File: src/rtl/multicycle_controller_if.sv
// Control bundle between the multicycle controller and the accumulator datapath.
// The controller holds the master modport; the datapath (or bench) holds the slave modport.
interface multicycle_controller_if;
    logic [3:0] Op;
    logic [8:0] Func;
    logic       Zero;

    logic       AdrSrc;
    logic       MemWrite;
    logic       IRWrite;
    logic       RegWrite;
    logic       PCWrite;
    logic       OldPCWrite;
    logic       MDRWrite;
    logic [1:0] ALUSrcA;
    logic [1:0] ALUSrcB;
    logic [1:0] ImmSrc;
    logic [2:0] ALUControl;
    logic       A3Src;
    logic [1:0] PCSrc;
    logic       ResultSrc;
    logic       illegal;
    logic [3:0] state;

    modport master (
        input  Op, Func, Zero,
        output AdrSrc, MemWrite, IRWrite, RegWrite, PCWrite, OldPCWrite, MDRWrite,
               ALUSrcA, ALUSrcB, ImmSrc, ALUControl, A3Src, PCSrc, ResultSrc,
               illegal, state
    );

    modport slave (
        output Op, Func, Zero,
        input  AdrSrc, MemWrite, IRWrite, RegWrite, PCWrite, OldPCWrite, MDRWrite,
               ALUSrcA, ALUSrcB, ImmSrc, ALUControl, A3Src, PCSrc, ResultSrc,
               illegal, state
    );
endinterface

File: src/rtl/multicycle_controller.sv
// Moore FSM sequencing the 16-bit accumulator multicycle datapath
// (fetch, decode, execute, memory, writeback) with a sticky illegal-opcode flag.
module multicycle_controller (
    input  logic                          clk,
    input  logic                          reset,
    multicycle_controller_if.master       ctrl
);

    typedef enum logic [3:0] {
        S_FETCH  = 4'd0,
        S_DECODE = 4'd1,
        S_LD_ADR = 4'd2,
        S_LD_MEM = 4'd3,
        S_LD_WB  = 4'd4,
        S_ST_ADR = 4'd5,
        S_ST_MEM = 4'd6,
        S_JMP    = 4'd7,
        S_BRZ    = 4'd8,
        S_C_EX   = 4'd9,
        S_C_WB   = 4'd10,
        S_I_EX   = 4'd11,
        S_I_WB   = 4'd12,
        S_ILL    = 4'd15
    } state_t;

    typedef enum logic [2:0] {
        F_MOVETO   = 3'd0,
        F_MOVEFROM = 3'd1,
        F_ADD      = 3'd2,
        F_SUB      = 3'd3,
        F_AND      = 3'd4,
        F_OR       = 3'd5,
        F_NOT      = 3'd6,
        F_NOP      = 3'd7
    } func_t;

    localparam logic [2:0] ALU_ADD   = 3'b000;
    localparam logic [2:0] ALU_SUB   = 3'b001;
    localparam logic [2:0] ALU_AND   = 3'b010;
    localparam logic [2:0] ALU_OR    = 3'b011;
    localparam logic [2:0] ALU_NOT   = 3'b100;
    localparam logic [2:0] ALU_PASSA = 3'b110;
    localparam logic [2:0] ALU_PASSB = 3'b111;

    state_t     stateReg;
    state_t     nextState;
    func_t      decodedFunc;
    func_t      funcReg;
    logic [1:0] immOpReg;
    logic       illegalReg;
    logic       unusedFuncHigh;

    // Func[8:7] only ever mean NOP, which is already implied by Func[6:0] being zero.
    assign unusedFuncHigh = ^ctrl.Func[8:7];

    // Lowest set Func bit wins; no bit in [6:0] means NOP.
    always_comb begin
        decodedFunc = F_NOP;
        if      (ctrl.Func[0]) decodedFunc = F_MOVETO;
        else if (ctrl.Func[1]) decodedFunc = F_MOVEFROM;
        else if (ctrl.Func[2]) decodedFunc = F_ADD;
        else if (ctrl.Func[3]) decodedFunc = F_SUB;
        else if (ctrl.Func[4]) decodedFunc = F_AND;
        else if (ctrl.Func[5]) decodedFunc = F_OR;
        else if (ctrl.Func[6]) decodedFunc = F_NOT;
    end

    // The instruction register only changes in FETCH, so the operation is latched
    // in DECODE and the later phases never look at Op/Func again.
    always_ff @(posedge clk) begin
        if (reset) begin
            stateReg   <= S_FETCH;
            funcReg    <= F_NOP;
            immOpReg   <= 2'b00;
            illegalReg <= 1'b0;
        end else begin
            stateReg <= nextState;
            if (stateReg == S_DECODE) begin
                funcReg  <= decodedFunc;
                immOpReg <= ctrl.Op[1:0];
            end
            if (nextState == S_ILL) begin
                illegalReg <= 1'b1;
            end
        end
    end

    always_comb begin
        nextState       = S_FETCH;
        ctrl.AdrSrc     = 1'b0;
        ctrl.MemWrite   = 1'b0;
        ctrl.IRWrite    = 1'b0;
        ctrl.RegWrite   = 1'b0;
        ctrl.PCWrite    = 1'b0;
        ctrl.OldPCWrite = 1'b0;
        ctrl.MDRWrite   = 1'b0;
        ctrl.ALUSrcA    = 2'b00;
        ctrl.ALUSrcB    = 2'b00;
        ctrl.ImmSrc     = 2'b00;
        ctrl.ALUControl = ALU_ADD;
        ctrl.A3Src      = 1'b0;
        ctrl.PCSrc      = 2'b00;
        ctrl.ResultSrc  = 1'b0;

        case (stateReg)
            S_FETCH: begin
                ctrl.IRWrite    = 1'b1;
                ctrl.OldPCWrite = 1'b1;
                ctrl.ALUSrcB    = 2'b01;
                ctrl.PCWrite    = 1'b1;
                nextState       = S_DECODE;
            end
            S_DECODE: begin
                case (ctrl.Op)
                    4'b0000: nextState = S_LD_ADR;
                    4'b0001: nextState = S_ST_ADR;
                    4'b0010: nextState = S_JMP;
                    4'b0100: nextState = S_BRZ;
                    4'b1000: nextState = (decodedFunc == F_NOP) ? S_FETCH : S_C_EX;
                    4'b1100, 4'b1101, 4'b1110, 4'b1111: nextState = S_I_EX;
                    default: nextState = S_ILL;
                endcase
            end
            S_LD_ADR, S_ST_ADR: begin
                ctrl.ALUSrcB    = 2'b10;
                ctrl.ALUControl = ALU_PASSB;
                nextState       = (stateReg == S_LD_ADR) ? S_LD_MEM : S_ST_MEM;
            end
            S_LD_MEM: begin
                ctrl.AdrSrc   = 1'b1;
                ctrl.MDRWrite = 1'b1;
                nextState     = S_LD_WB;
            end
            S_LD_WB: begin
                ctrl.RegWrite  = 1'b1;
                ctrl.ResultSrc = 1'b1;
            end
            S_ST_MEM: begin
                ctrl.AdrSrc   = 1'b1;
                ctrl.MemWrite = 1'b1;
            end
            S_JMP: begin
                ctrl.PCSrc   = 2'b01;
                ctrl.PCWrite = 1'b1;
            end
            S_BRZ: begin
                ctrl.ALUSrcA    = 2'b10;
                ctrl.ALUControl = ALU_PASSA;
                ctrl.PCSrc      = 2'b10;
                ctrl.PCWrite    = ctrl.Zero;
            end
            S_C_EX: begin
                ctrl.ALUSrcA = 2'b10;
                case (funcReg)
                    F_MOVETO:   ctrl.ALUControl = ALU_PASSA;
                    F_MOVEFROM: ctrl.ALUControl = ALU_PASSB;
                    F_ADD:      ctrl.ALUControl = ALU_ADD;
                    F_SUB:      ctrl.ALUControl = ALU_SUB;
                    F_AND:      ctrl.ALUControl = ALU_AND;
                    F_OR:       ctrl.ALUControl = ALU_OR;
                    F_NOT:      ctrl.ALUControl = ALU_NOT;
                    default:    ctrl.ALUControl = ALU_ADD;
                endcase
                nextState = S_C_WB;
            end
            S_C_WB: begin
                ctrl.RegWrite = 1'b1;
                ctrl.A3Src    = (funcReg == F_MOVETO);
            end
            S_I_EX: begin
                ctrl.ALUSrcA = 2'b10;
                ctrl.ALUSrcB = 2'b10;
                case (immOpReg)
                    2'b00: begin ctrl.ImmSrc = 2'b01; ctrl.ALUControl = ALU_ADD; end
                    2'b01: begin ctrl.ImmSrc = 2'b01; ctrl.ALUControl = ALU_SUB; end
                    2'b10: begin ctrl.ImmSrc = 2'b00; ctrl.ALUControl = ALU_AND; end
                    default: begin ctrl.ImmSrc = 2'b00; ctrl.ALUControl = ALU_OR; end
                endcase
                nextState = S_I_WB;
            end
            S_I_WB: begin
                ctrl.RegWrite = 1'b1;
            end
            S_ILL: begin
                nextState = S_ILL;
            end
            default: begin
                nextState = S_FETCH;
            end
        endcase

        // A reset edge must never commit a partial write from an abandoned instruction.
        if (reset) begin
            ctrl.MemWrite   = 1'b0;
            ctrl.IRWrite    = 1'b0;
            ctrl.RegWrite   = 1'b0;
            ctrl.PCWrite    = 1'b0;
            ctrl.OldPCWrite = 1'b0;
            ctrl.MDRWrite   = 1'b0;
        end
    end

    assign ctrl.state   = stateReg;
    assign ctrl.illegal = illegalReg;

endmodule

File: src/flat_wrapper.sv
// flat-port wrapper written by rule: the top's interface ports become plain ports
module multicycle_controller_flat 
  (clk, reset, ctrl_Op, ctrl_Func, ctrl_Zero, ctrl_AdrSrc, ctrl_MemWrite, ctrl_IRWrite, ctrl_RegWrite, ctrl_PCWrite, ctrl_OldPCWrite, ctrl_MDRWrite, ctrl_ALUSrcA, ctrl_ALUSrcB, ctrl_ImmSrc, ctrl_ALUControl, ctrl_A3Src, ctrl_PCSrc, ctrl_ResultSrc, ctrl_illegal, ctrl_state);
  multicycle_controller_if ctrl_i ();
  input  logic clk;
  input  logic reset;
  input wire logic [$bits(ctrl_i.Op)-1:0] ctrl_Op;
  input wire logic [$bits(ctrl_i.Func)-1:0] ctrl_Func;
  input wire logic [$bits(ctrl_i.Zero)-1:0] ctrl_Zero;
  output wire logic [$bits(ctrl_i.AdrSrc)-1:0] ctrl_AdrSrc;
  output wire logic [$bits(ctrl_i.MemWrite)-1:0] ctrl_MemWrite;
  output wire logic [$bits(ctrl_i.IRWrite)-1:0] ctrl_IRWrite;
  output wire logic [$bits(ctrl_i.RegWrite)-1:0] ctrl_RegWrite;
  output wire logic [$bits(ctrl_i.PCWrite)-1:0] ctrl_PCWrite;
  output wire logic [$bits(ctrl_i.OldPCWrite)-1:0] ctrl_OldPCWrite;
  output wire logic [$bits(ctrl_i.MDRWrite)-1:0] ctrl_MDRWrite;
  output wire logic [$bits(ctrl_i.ALUSrcA)-1:0] ctrl_ALUSrcA;
  output wire logic [$bits(ctrl_i.ALUSrcB)-1:0] ctrl_ALUSrcB;
  output wire logic [$bits(ctrl_i.ImmSrc)-1:0] ctrl_ImmSrc;
  output wire logic [$bits(ctrl_i.ALUControl)-1:0] ctrl_ALUControl;
  output wire logic [$bits(ctrl_i.A3Src)-1:0] ctrl_A3Src;
  output wire logic [$bits(ctrl_i.PCSrc)-1:0] ctrl_PCSrc;
  output wire logic [$bits(ctrl_i.ResultSrc)-1:0] ctrl_ResultSrc;
  output wire logic [$bits(ctrl_i.illegal)-1:0] ctrl_illegal;
  output wire logic [$bits(ctrl_i.state)-1:0] ctrl_state;
  assign ctrl_i.Op = ctrl_Op;
  assign ctrl_i.Func = ctrl_Func;
  assign ctrl_i.Zero = ctrl_Zero;
  assign ctrl_AdrSrc = ctrl_i.AdrSrc;
  assign ctrl_MemWrite = ctrl_i.MemWrite;
  assign ctrl_IRWrite = ctrl_i.IRWrite;
  assign ctrl_RegWrite = ctrl_i.RegWrite;
  assign ctrl_PCWrite = ctrl_i.PCWrite;
  assign ctrl_OldPCWrite = ctrl_i.OldPCWrite;
  assign ctrl_MDRWrite = ctrl_i.MDRWrite;
  assign ctrl_ALUSrcA = ctrl_i.ALUSrcA;
  assign ctrl_ALUSrcB = ctrl_i.ALUSrcB;
  assign ctrl_ImmSrc = ctrl_i.ImmSrc;
  assign ctrl_ALUControl = ctrl_i.ALUControl;
  assign ctrl_A3Src = ctrl_i.A3Src;
  assign ctrl_PCSrc = ctrl_i.PCSrc;
  assign ctrl_ResultSrc = ctrl_i.ResultSrc;
  assign ctrl_illegal = ctrl_i.illegal;
  assign ctrl_state = ctrl_i.state;
  multicycle_controller u_core (.clk(clk), .reset(reset), .ctrl(ctrl_i));
endmodule
File: config.mk
export PLATFORM = sky130hd
export DESIGN_NAME = multicycle_controller_flat
export DESIGN_NICKNAME = d
export VERILOG_FILES = /design/src/rtl/multicycle_controller_if.sv /design/src/rtl/multicycle_controller.sv /design/src/flat_wrapper.sv
export SDC_FILE = /design/constraint.sdc
export NUM_CORES = 1
export LEC_CHECK = 0
export CELL_PAD_IN_SITES_DETAIL_PLACEMENT = 1
export CELL_PAD_IN_SITES_GLOBAL_PLACEMENT = 1
export CORE_MARGIN = 2
export CORE_UTILIZATION = 28
export DETAILED_ROUTE_END_ITERATION = 8
export PLACE_DENSITY = 0.86
export RECOVER_POWER = 100
export SYNTH_ARGS = -nofsm -noshare
export SYNTH_HDL_FRONTEND = slang
export SYNTH_SLANG_ARGS = --single-unit
File: constraint.sdc
create_clock -name clk -period 1.7 [get_ports clk]
set_clock_uncertainty 0.15 [all_clocks]
set_input_delay 0.34 -clock clk [delete_from_list [all_inputs] [get_ports clk]]
set_output_delay 0.34 -clock clk [all_outputs]
set_load 0.05 [all_outputs]
==> flow_summary.yaml <==
synth:
  syn_area_um2: 941
  synth_edf_count: 0
  ys_ff_latch: 10
  synthTopCellsByArea: "dfxtp_1 (21%), nor2_1 (8.4%), nand2_1 (5.6%)"
  yosys.area.top_type_share: 0.213
  synth.distinct_cells: 47
  yosysWarnings: 0
  ys_seq_area_frac: 0.213
  postSynthCellCount: 132
  synthFlopType: "dfxtp_1"
  synthArstFlopShare: 0
  syn_avg_cell_area_um2: 7.13
  yosys.area.top_type: "dfxtp_1"
floorplanning:
  ioPinCount: 41
  core_um2: 3280
  dieArea_um2: 3840
  num_rows: 21
  die_w_um: 62.0
  die-height_um: 62.0
  initial_core_util: 0.286
critical_path:
  crit_type: "reg2out"
  cp.required_ps: 1210
  worstPathMaxFanout: 7
  ff2ff_setup_slack_ps: -250
  reg2reg_depth: 8
  crit_arrival_ps: 1530
  r2r_end: "u_core.ctrl.state[3]"
  cp-end-kind: "output pin"
  cp-start-kind: "flop"
  rr_startpoint: "u_core.ctrl.state[0]"
pwr:
  p_int_mw: 2.15
  p_seq_frac: 0.112
  p_per_area_nw_per_um2: 2000
  ir_worst_vdd_mv: 0.780
  p_switching_mw: 2.32
  p_leak_nw: 0.897
  pwr-share-comb: 0.845
  swShare: 0.519
  clockPowerShare: 0.043
timing:
  slew_headroom: 0.667
  max_freq_ghz: 0.495
  tns_ps: -5100
  rsz0062_at_grt: "true"
  finalCritPeriodShare: 1.19
  setup_viol: 25
  min_period_ps: 2020
  fin_ws_ps: -319
  fin_hold_ws_ps: 344
  hold_viol: 0
  slew_violations: 0
  worst_pin_slew_ps: 499
worst_hold_path:
  hold_start: "u_core.ctrl.illegal"
  hold_path_end: "u_core.ctrl.illegal"
  hold_depth: 2
  min-delay-path-class: "reg2reg"
cells_and_area:
  fillers: 357
  syn_to_final_growth_pct: 137
  drive_above_1_share: 0.611
  multiInputGateArea_um2: 970
  n_antenna_cell: 0
  nets: 220
  seq_area_um2: 215
  finalNonFillerCells: 249
detailed_routing:
  drt_wl_total_um: 5690
  drc: 0
  firstDrtPassIters: 4
  routedWlPerCell_um: 22.8
  via_per_inst: 5.53
  ant_nets: 0
  vias: 1376
  drt_iter0_drc: 51
clock_network:
  cts.sinks: 10
  cts_hold_buf: 0
  insertion_delay_ps: 290
  cts_buffers: 3
  cts_root_buffer: "clkbuf_4"
  clkSlewWorstSetupHoldPaths_ps: 80
  htree_num_levels: 1
  cts_buffer_depth: 2
  cts_tree: "built"
global_routing:
  grt_pass1_vias: 1415
  grt_pass1_wl_um: 7570
  antenna_found_initial: 0
  overflow: 0
  track_usage: 0.284
  grt_max_degree: 11
flow_run:
  drv_cap: 0
placed_design:
  dpl.cell_count: 230
  place.gp.congestion: 0.843
  place_hpwl_um: 3360
  dp_slack_ps: -444
  io_buffers: 36
run_status:
  violations: "negative setup slack"
  status: "finished, violations left"
==> layout by cell type (no fill, tap or decap), drive strengths merged, types with 2 or more instances in the layout <==
cell type | Yosys | layout
nand2 | 15 | 15
dlygate4sd2 | 0 | 7
nor2b | 3 | 3
or4 | 2 | 2
nand4 | 3 | 3
clkdlybuf4s50 | 0 | 6
a211oi | 2 | 2
conb | 1 | 2
a21oi | 10 | 10
nand2b | 3 | 3
buf | 9 | 64
nand3b | 2 | 2
nor4 | 3 | 3
nor2 | 22 | 22
dfxtp | 10 | 10
nand3 | 4 | 4
nor3 | 6 | 6
xnor2 | 2 | 2
clkbuf | 3 | 3
o21ai | 9 | 9
xor2 | 2 | 2
o21a | 2 | 2
inv | 2 | 2
a211o | 2 | 2
==> state kept, by name (all words and copies together) (netlist names) <==
signal / cells
u_core.ctrl.state: 4
u_core.ctrl.illegal: 1
u_core.funcReg: 3
u_core.immOpReg: 2
==> critical path, stage by stage, from the launching register on <==
cell and delay [ps]:
dfxtp_4 420, inv_2 110, nor2_4 150, nand2_4 90, buf_12 130, nor3_4 170
buf_12 170
==> cell usage after synthesis, drive strengths merged (3+ instances only) <==
library cell / number
nand2: 15
nand3: 4
a21oi: 10
nor3: 6
o21ai: 9
nand4: 3
dfxtp: 10
nor4: 3
nand2b: 3
clkbuf: 3
nor2b: 3
nor2: 22
buf: 9
==> area by class of cell <==
type	count	area share
multi-input combinational	109	0.435
tap	46	0.0258
timing repair buffer	78	0.427
sequential	10	0.0966
clock inverter	1	0.00169
clock buffer	3	0.0101
inverter	2	0.00337
==> per-stage QoR <==
stage                      util  total power, mW  cell area, µm²
after CTS                 0.650             4.16            2130
final                     0.678             4.46            2230
after floorplan               -             2.28            1160
after global placement    0.574             3.41            1890
after global routing      0.678             4.62            2230
after detailed placement  0.574             3.55            1890
==> worst max-delay path by stage <==
stage	start	endpoint	depth (start not counted)
CTS	u_core.ctrl.state[0]	ctrl_ALUControl[0]	6
detailed placement	ctrl_Func[3]	u_core.ctrl.illegal	6
finish	u_core.ctrl.state[3]	ctrl_ImmSrc[0]	6
floorplan	u_core.ctrl.state[0]	ctrl_OldPCWrite	4
global route	u_core.ctrl.state[3]	ctrl_ImmSrc[0]	6
global placement	ctrl_Func[3]	u_core.ctrl.illegal	6
==> what timing repair did <==
item	CTS	global route
setup buffers	11	4
setup endpoints to repair	21	25
resized for setup	41	16
pin swaps	18	5
==> metal layers <==
| metal | wire length (µm) | global-route usage | vias up |
|---|---|---|---|
| met5 | 0 | 0 | - |
| met4 | 269 | 0.149 | 0 |
| met3 | 271 | 0.0311 | 24 |
| met2 | 3120 | 0.540 | 79 |
| met1 | 2020 | 0.303 | 675 |
| li1 | - | - | 598 |
==> power by group through the flow <==
stage	Clock [mW]	Combinational [mW]	Sequential [mW]
global route	0.206	3.90	0.508
finish	0.190	3.77	0.500
CTS	0.193	3.48	0.481
detailed placement	0	3.02	0.526
global placement	0	2.90	0.510
floorplan	0	1.72	0.559
==> cell families after synthesis <==
family          count (synthesis)  share of synthesized area
xor+xnor                        4                     0.0372
compound gates                 34                      0.250
buf+inv                        14                      0.102
flops                          10                      0.213
simple gates                   68                      0.383
fa+ha+maj                       1                     0.0106
other cells                     1                    0.00399
Note: power is estimated with default switching activity, not from simulation.
